<file path="src/rtl/aes_pkg.sv">
// Shared constants, types and helpers for the multi-size AES key schedule.
package aes_pkg;

    localparam int KEY_MAX  = 256;
    localparam int NB       = 4;
    localparam int RK_DEPTH = 15;

    typedef enum logic [1:0] {
        KS_128 = 2'b00,
        KS_192 = 2'b01,
        KS_256 = 2'b10,
        KS_BAD = 2'b11
    } key_size_t;

    typedef enum logic [1:0] {
        ST_IDLE,
        ST_EXPAND,
        ST_DONE
    } state_t;

    // Key length in 32-bit words.
    function automatic logic [3:0] nk_of(key_size_t ks);
        case (ks)
            KS_128:  return 4'd4;
            KS_192:  return 4'd6;
            default: return 4'd8;
        endcase
    endfunction

    // Number of cipher rounds.
    function automatic logic [3:0] nr_of(key_size_t ks);
        case (ks)
            KS_128:  return 4'd10;
            KS_192:  return 4'd12;
            default: return 4'd14;
        endcase
    endfunction

    // Multiply by x in GF(2^8) modulo x^8+x^4+x^3+x+1.
    function automatic logic [7:0] xtime(logic [7:0] b);
        return {b[6:0], 1'b0} ^ (b[7] ? 8'h1b : 8'h00);
    endfunction

endpackage

</file>
<file path="src/rtl/aes_sbox.sv">
// Combinational AES forward S-box, one byte.
module aes_sbox (
    input  logic [7:0] value,
    output logic [7:0] result
);

    // Row-major table, entry 0 in the top byte.
    localparam logic [2047:0] SBOX = {
        128'h637c777bf26b6fc53001672bfed7ab76,
        128'hca82c97dfa5947f0add4a2af9ca472c0,
        128'hb7fd9326363ff7cc34a5e5f171d83115,
        128'h04c723c31896059a071280e2eb27b275,
        128'h09832c1a1b6e5aa0523bd6b329e32f84,
        128'h53d100ed20fcb15b6acbbe394a4c58cf,
        128'hd0efaafb434d338545f9027f503c9fa8,
        128'h51a3408f929d38f5bcb6da2110fff3d2,
        128'hcd0c13ec5f974417c4a77e3d645d1973,
        128'h60814fdc222a908846eeb814de5e0bdb,
        128'he0323a0a4906245cc2d3ac629195e479,
        128'he7c8376d8dd54ea96c56f4ea657aae08,
        128'hba78252e1ca6b4c6e8dd741f4bbd8b8a,
        128'h703eb5664803f60e613557b986c11d9e,
        128'he1f8981169d98e949b1e87e9ce5528df,
        128'h8ca1890dbfe6426841992d0fb054bb16
    };

    // Byte n occupies bits 8*(255-n)+7 down to 8*(255-n).
    assign result = SBOX[{~value, 3'b111} -: 8];

endmodule

</file>
<file path="src/rtl/aes_key_expand_multi.sv">
// AES-128/192/256 key expansion, one word per cycle, into a round-key SRAM
// with a registered, bounds-checked read port.
module aes_key_expand_multi #(
    parameter int KEY_MAX  = 256,
    parameter int NB       = 4,
    parameter int RK_DEPTH = 15
) (
    input  logic                clk,
    input  logic                reset,
    input  logic                en,
    input  logic [1:0]          key_size,
    input  logic [KEY_MAX-1:0]  key,
    output logic                busy,
    output logic                en_o,
    output logic                keys_valid,
    output logic                err_o,
    input  logic                rk_rd_en,
    input  logic [3:0]          rk_rd_addr,
    output logic [32*NB-1:0]    rk_rd_data,
    output logic                rk_rd_valid
);

    import aes_pkg::*;

    state_t              state;
    logic [KEY_MAX-1:0]  key_q;        // key words still to be emitted, MSB first
    logic [31:0]         win [8];      // win[0] = w[i-1], win[Nk-1] = w[i-Nk]
    logic [31:0]         asm_q [3];    // first three words of the current round key
    logic [5:0]          word_idx;     // i
    logic [2:0]          phase;        // i mod Nk
    logic [3:0]          nk_q;
    logic [3:0]          nr_q;
    logic [7:0]          rcon;
    logic [32*NB-1:0]    rk_mem [RK_DEPTH];

    logic [31:0] w_prev;
    logic [31:0] w_old;
    logic [31:0] sub_in;
    logic [31:0] sub_out;
    logic [31:0] t_word;
    logic [31:0] new_word;
    logic [5:0]  last_idx;

    assign w_prev   = win[0];
    assign w_old    = win[nk_q[2:0] - 3'd1];
    assign sub_in   = (phase == 3'd0) ? {w_prev[23:0], w_prev[31:24]} : w_prev;
    assign last_idx = {nr_q, 2'b11};    // 4*(Nr+1) - 1

    for (genvar b = 0; b < 4; b++) begin : g_sbox
        aes_sbox u_sbox (
            .value  (sub_in[8*b +: 8]),
            .result (sub_out[8*b +: 8])
        );
    end

    // Select the schedule transform for the current word position.
    always_comb begin
        // NOTE: default assignment first so no path leaves t_word unassigned (no latch).
        t_word = w_prev;
        if (phase == 3'd0)
            t_word = sub_out ^ {rcon, 24'h0};
        else if (nk_q == 4'd8 && phase == 3'd4)
            t_word = sub_out;
    end

    assign new_word = (word_idx < {2'b00, nk_q}) ? key_q[KEY_MAX-1 -: 32]
                                                 : (w_old ^ t_word);

    // Control FSM, word generator, shift window and round-key assembler.
    always_ff @(posedge clk or negedge reset) begin
        if (!reset) begin
            // NOTE: sequential state uses non-blocking assignments so all registers update together.
            state      <= ST_IDLE;
            busy       <= 1'b0;
            en_o       <= 1'b0;
            keys_valid <= 1'b0;
            err_o      <= 1'b0;
            key_q      <= '0;
            word_idx   <= '0;
            phase      <= '0;
            nk_q       <= 4'd4;
            nr_q       <= 4'd10;
            rcon       <= 8'h01;
            for (int k = 0; k < 8; k++) win[k] <= '0;
            for (int k = 0; k < 3; k++) asm_q[k] <= '0;
        end else begin
            en_o  <= 1'b0;
            err_o <= 1'b0;
            case (state)
                ST_IDLE: begin
                    if (en) begin
                        if (key_size_t'(key_size) == KS_BAD) begin
                            err_o <= 1'b1;
                        end else begin
                            key_q      <= key;
                            nk_q       <= nk_of(key_size_t'(key_size));
                            nr_q       <= nr_of(key_size_t'(key_size));
                            busy       <= 1'b1;
                            keys_valid <= 1'b0;
                            word_idx   <= '0;
                            phase      <= '0;
                            rcon       <= 8'h01;
                            state      <= ST_EXPAND;
                        end
                    end
                end
                ST_EXPAND: begin
                    win[0] <= new_word;
                    for (int k = 1; k < 8; k++) win[k] <= win[k-1];
                    key_q <= key_q << 32;
                    if (word_idx[1:0] != 2'd3) asm_q[word_idx[1:0]] <= new_word;
                    if (word_idx >= {2'b00, nk_q} && phase == 3'd0) rcon <= xtime(rcon);
                    phase <= (phase == nk_q[2:0] - 3'd1) ? 3'd0 : phase + 3'd1;
                    if (word_idx == last_idx) state <= ST_DONE;
                    else                      word_idx <= word_idx + 6'd1;
                end
                ST_DONE: begin
                    en_o       <= 1'b1;
                    keys_valid <= 1'b1;
                    busy       <= 1'b0;
                    state      <= ST_IDLE;
                end
                default: state <= ST_IDLE;
            endcase
        end
    end

    // Round-key SRAM write: the fourth word completes a round key.
    // NOTE: the SRAM has no reset; keys_valid alone guards its contents.
    always_ff @(posedge clk) begin
        if (state == ST_EXPAND && word_idx[1:0] == 2'd3)
            rk_mem[word_idx[5:2]] <= {asm_q[0], asm_q[1], asm_q[2], new_word};
    end

    // Registered read port with bounds and validity gating.
    always_ff @(posedge clk or negedge reset) begin
        if (!reset) begin
            rk_rd_valid <= 1'b0;
            rk_rd_data  <= '0;
        end else begin
            rk_rd_valid <= rk_rd_en;
            if (rk_rd_en)
                rk_rd_data <= (keys_valid && rk_rd_addr <= nr_q) ? rk_mem[rk_rd_addr] : '0;
        end
    end

endmodule

</file>
<file path="config.mk">
export PLATFORM = sky130hd
export DESIGN_NAME = aes_key_expand_multi
export DESIGN_NICKNAME = d
export VERILOG_FILES = /design/src/rtl/aes_pkg.sv /design/src/rtl/aes_sbox.sv /design/src/rtl/aes_key_expand_multi.sv
export SDC_FILE = /design/constraint.sdc
export NUM_CORES = 2
export LEC_CHECK = 0
export BUFFER_PORTS_ARGS = -buffer_cell sky130_fd_sc_hd__buf_2
export CAP_MARGIN = 10
export CORE_UTILIZATION = 30
export DETAILED_ROUTE_END_ITERATION = 10
export GPL_TIMING_DRIVEN = 0
export PLACE_DENSITY = 0.45
export SYNTH_ARGS = -nofsm -noshare
export SYNTH_HDL_FRONTEND = slang
export SYNTH_SLANG_ARGS = --single-unit
</file>
<file path="constraint.sdc">
create_clock -name clk -period 10.7 [get_ports clk]
set_clock_uncertainty 0.05 [all_clocks]
set_input_delay 1.605 -clock clk [delete_from_list [all_inputs] [get_ports clk]]
set_output_delay 1.605 -clock clk [all_outputs]
set_load 0.01 [all_outputs]
</file>
==> key figures <==
Detailed routing
  – Routed wire per std cell: 35.2 um
  – DRC errors left: 0
  – Vias per cell: 5.61
  – Vias: 86300
  – DRT Pass-1 Iters: 6
  – Drt initial violations: 9105
  – Total wire length: 541000 um
  – Antenna Nets Post-Route: 0

Synth
  – Yosys warns: 0
  – Avg Cell Area, Syn: 13.7 um^2
  – Seq/Total Area, Yosys: 63.5%
  – FFs w/ async S/R, synth: 28.5%
  – Synthesized Nets: 9160
  – Synthesized area: 121000 um^2
  – Count of different cell masters after synthesis: 113
  – Cells after Synth: 8850
  – Top_reg_cell synth: edfxtp_1
  – Number of synthesized flops with an enable pin: 1920
  – #FFs+latches synth: 2685

GRT
  – Overall routing resource usage: 26.0%
  – Total gr overflow: 0
  – Initial antenna violation count: 64
  – First-pass GRT wire length: 738000 um
  – Vias in the first global route: 86700
  – Largest net degree at the start of global routing: 122

Power
  – Static Leakage: 53.9 nW
  – PwrDens: 376 nW/um^2
  – Int Pwr: 28.0 mW
  – VDD IR-drop max: 0.303 mV
  – Reg power frac: 30.1%
  – Pwr Total: 54.4 mW
  – Net Sw Frac: 48.5%
  – Clock Power Share: 19.9%
  – Comb power frac: 50.0%
  – Psw: 26.4 mW

Clock network
  – Clock tree buffer depth: 4
  – Clock-pin slew on the worst setup and hold paths: 0.06 ns
  – TritonCTS clock tree: done
  – Clock latency on the worst-skew pair: 0.94 ns
  – Setup repair bufs after CTS: 0
  – Root buf cell: clkbuf_16
  – Num Clock Sinks: 2685
  – # hold bufs at CTS: 0
  – H-Tree Depth: 5
  – Post-cts resize count: 0
  – Cts bufs inserted: 310

Place
  – Placed insts: 14800
  – Dpl cell area: 134000 um^2
  – Routability cong.: 0.974
  – Dpl hpwl: 390000 um
  – # port buffers: 395
  – Dpl ws: 2.30 ns

Hold path
  – Min-delay src: win[107]$_DFFE_PN0P_
  – Type of the worst min-delay path: flop to flop
  – Min-Delay Endpoint: win[75]$_DFFE_PN0P_
  – Hold Path Cell Cnt: 2

STA
  – Post-route clock period utilization: 78.6%
  – Final hold slack: 0.388 ns
  – RSZ-0062 raised after global routing: no
  – Fin worst setup slack: 2.29 ns
  – Post-layout minimum cycle time: 8.41 ns
  – Setup violators final: 0
  – F_max: 0.119 GHz
  – Slew Limit Fails: 0
  – Setup TNS: 0 ns
  – Worst-Margin Slew: 1.49 ns
  – Max-slew headroom: 0.0117%
  – Hold Fails Final Rpt: 0

Setup path
  – Startpoint types: flop
  – FF-to-FF End: rk_mem[2][29]$_DFFE_PP_
  – Critical Path AT: 8.88 ns
  – CP Capture Type: flop
  – Setup slack, reg-to-reg: 2.29 ns
  – WS Path Type: flop to flop
  – Cells on worst reg2reg path: 18
  – Crit Path Max Fanout: 15
  – Reg2reg start: phase[0]$_DFFE_PN0P_
  – WP data required: 11.18 ns

Cells and area
  – Fraction of layout cells with a size suffix above 1: 20.6%
  – FF/Latch Area: 76800 um^2
  – Filler cells: 38500
  – Post-layout util: 36.1%
  – Final Instance Area: 145000 um^2
  – Area occupied by multi-input gates: 40100 um^2
  – Area delta synth->final: 19.5%
  – # nets final: 10100
  – Final Non-Filler Cells: 15400

Outcome
  – Outcome: complete, but fails checks
  – Violations in the final reports: capacitance limit

Die
  – Die X-Extent: 637 um
  – Num ports: 399
  – Core Box Area: 400000 um^2
  – Die extent in y: 637 um
  – Die Area: 406000 um^2
  – Starting Density: 30.2%
  – Rows: 232

Flow run
  – MaxCap Viol Count: 1
==> state kept, by name (all words and copies together) (netlist names), 2 cells and up <==
signal      cells
rk_mem       1920
key_q         256
win           224
rk_rd_data    128
asm_q          96
w_prev         32
rcon            8
word_idx        6
nk_q            3
phase           3
nr_q            2
state           2
==> cell families after synthesis <==
| logic type | count (synthesis) | share of synthesized area [%] |
|---|---|---|
| AOI/OAI and AO/OA | 1855 | 10.2 |
| DFF | 2685 | 63.5 |
| xor gates and xnor gates | 26 | 0.194 |
| muxes | 1061 | 14.6 |
| and+or+nand+nor | 2133 | 7.40 |
| adders and majority gates | 44 | 0.455 |
| buffers and inverters | 1046 | 3.65 |
==> power by group through the flow <==
stage | clock network, mW | logic, mW | registers (mW)
2_1_floorplan | 0 | 12.9 | 15.7
3_3_place_gp | 0 | 25.4 | 16.8
3_5_place_dp | 0 | 26.2 | 16.6
4_1_cts | 11.0 | 26.3 | 16.4
5_1_grt | 11.4 | 27.7 | 16.6
6_report | 10.8 | 27.2 | 16.4
==> layout by cell type, fill, tap and decap left out, types with 118 or more instances in the layout <==
cell type	n
a211oi_1	118
a21oi_1	226
buf_2	552
buf_6	123
clkbuf_1	472
clkbuf_16	314
dfrtp_1	762
edfxtp_1	1920
inv_1	329
mux2i_1	442
mux4_2	556
nand2_1	1413
nor2_1	294
o21ai_0	579
o22ai_1	153
==> worst max-delay path, stage by stage, from the launching register on <==
cell and delay (ns):
dfrtp_1 0.43, inv_1 0.09, ha_1 0.43, nor2b_1 0.22, buf_6 0.20, buf_8 0.21
mux2_2 0.41, buf_2 0.27, ha_1 0.37, clkbuf_1 0.31, and4b_1 0.32, a31oi_1 0.89
a221oi_1 0.23, o311ai_1 0.68, a21boi_0 0.28, or3_1 0.42, nand3_1 0.08, nand3b_1 0.76
nor2_1 1.31
==> how the worst max path moves through the flow <==
stage / startpoint / end / depth (start not counted) / slack, ns
after floorplan: word_idx[0]$_DFFE_PN0P_ / rk_mem[8][0]$_DFFE_PP_ / 4 / -0.45
after global placement: state[1]$_DFFE_PN0P_ / rk_mem[8][90]$_DFFE_PP_ / 5 / -17.02
after detailed placement: rk_rd_addr[1] / rk_rd_data[65]$_DFFE_PN0P_ / 15 / 2.30
after CTS: phase[0]$_DFFE_PN0P_ / rk_mem[9][29]$_DFFE_PP_ / 18 / 2.71
after global routing: phase[0]$_DFFE_PN0P_ / rk_mem[0][29]$_DFFE_PP_ / 18 / 2.44
final: phase[0]$_DFFE_PN0P_ / rk_mem[2][29]$_DFFE_PP_ / 18 / 2.29
==> synthesized netlist by cell type (36+ instances only) <==
| master | n | area (um^2) |
|---|---|---|
| a21oi_1 | 230 | 1150 |
| buf_2 | 155 | 776 |
| o311ai_0 | 42 | 368 |
| mux2i_1 | 451 | 4510 |
| mux4_2 | 556 | 12500 |
| inv_1 | 329 | 1230 |
| edfxtp_1 | 1920 | 57700 |
| o21ai_0 | 582 | 2910 |
| mux2_2 | 36 | 405 |
| o211ai_1 | 89 | 668 |
| a221oi_1 | 43 | 377 |
| a211oi_1 | 120 | 901 |
| ha_1 | 44 | 551 |
| a31oi_1 | 69 | 432 |
| o22ai_1 | 153 | 957 |
| o221ai_1 | 41 | 359 |
| nand3_1 | 106 | 531 |
| nor3_1 | 92 | 460 |
| o21ai_1 | 41 | 205 |
| nand2_1 | 1413 | 5300 |
| clkbuf_1 | 414 | 1550 |
| nor2_1 | 304 | 1140 |
| buf_1 | 82 | 308 |
| dfrtp_1 | 762 | 19100 |
| o31ai_1 | 50 | 375 |
==> metal layers <==
metal / vias to the layer above / track usage (%) / part of all wire (%) / wire length, um
met5: - / 0 / 0.045 / 243
met4: 36 / 11.7 / 5.2 / 28000
met3: 1081 / 4.38 / 6.4 / 34700
met2: 3834 / 43.0 / 48 / 257000
met1: 45500 / 33.5 / 41 / 221000
li1: 35800 / - / - / -
==> layout make-up <==
class | instances | area share, %
antenna | 33 | 0.0571
buffer | 708 | 2.18
clock buffer | 421 | 5.96
clock inverter | 151 | 1.24
inverter | 338 | 0.877
multi-input combinational | 5119 | 27.7
sequential | 2685 | 53.1
tap | 5265 | 4.55
timing repair buffer | 661 | 4.33
(Power assumes the default switching activity.)
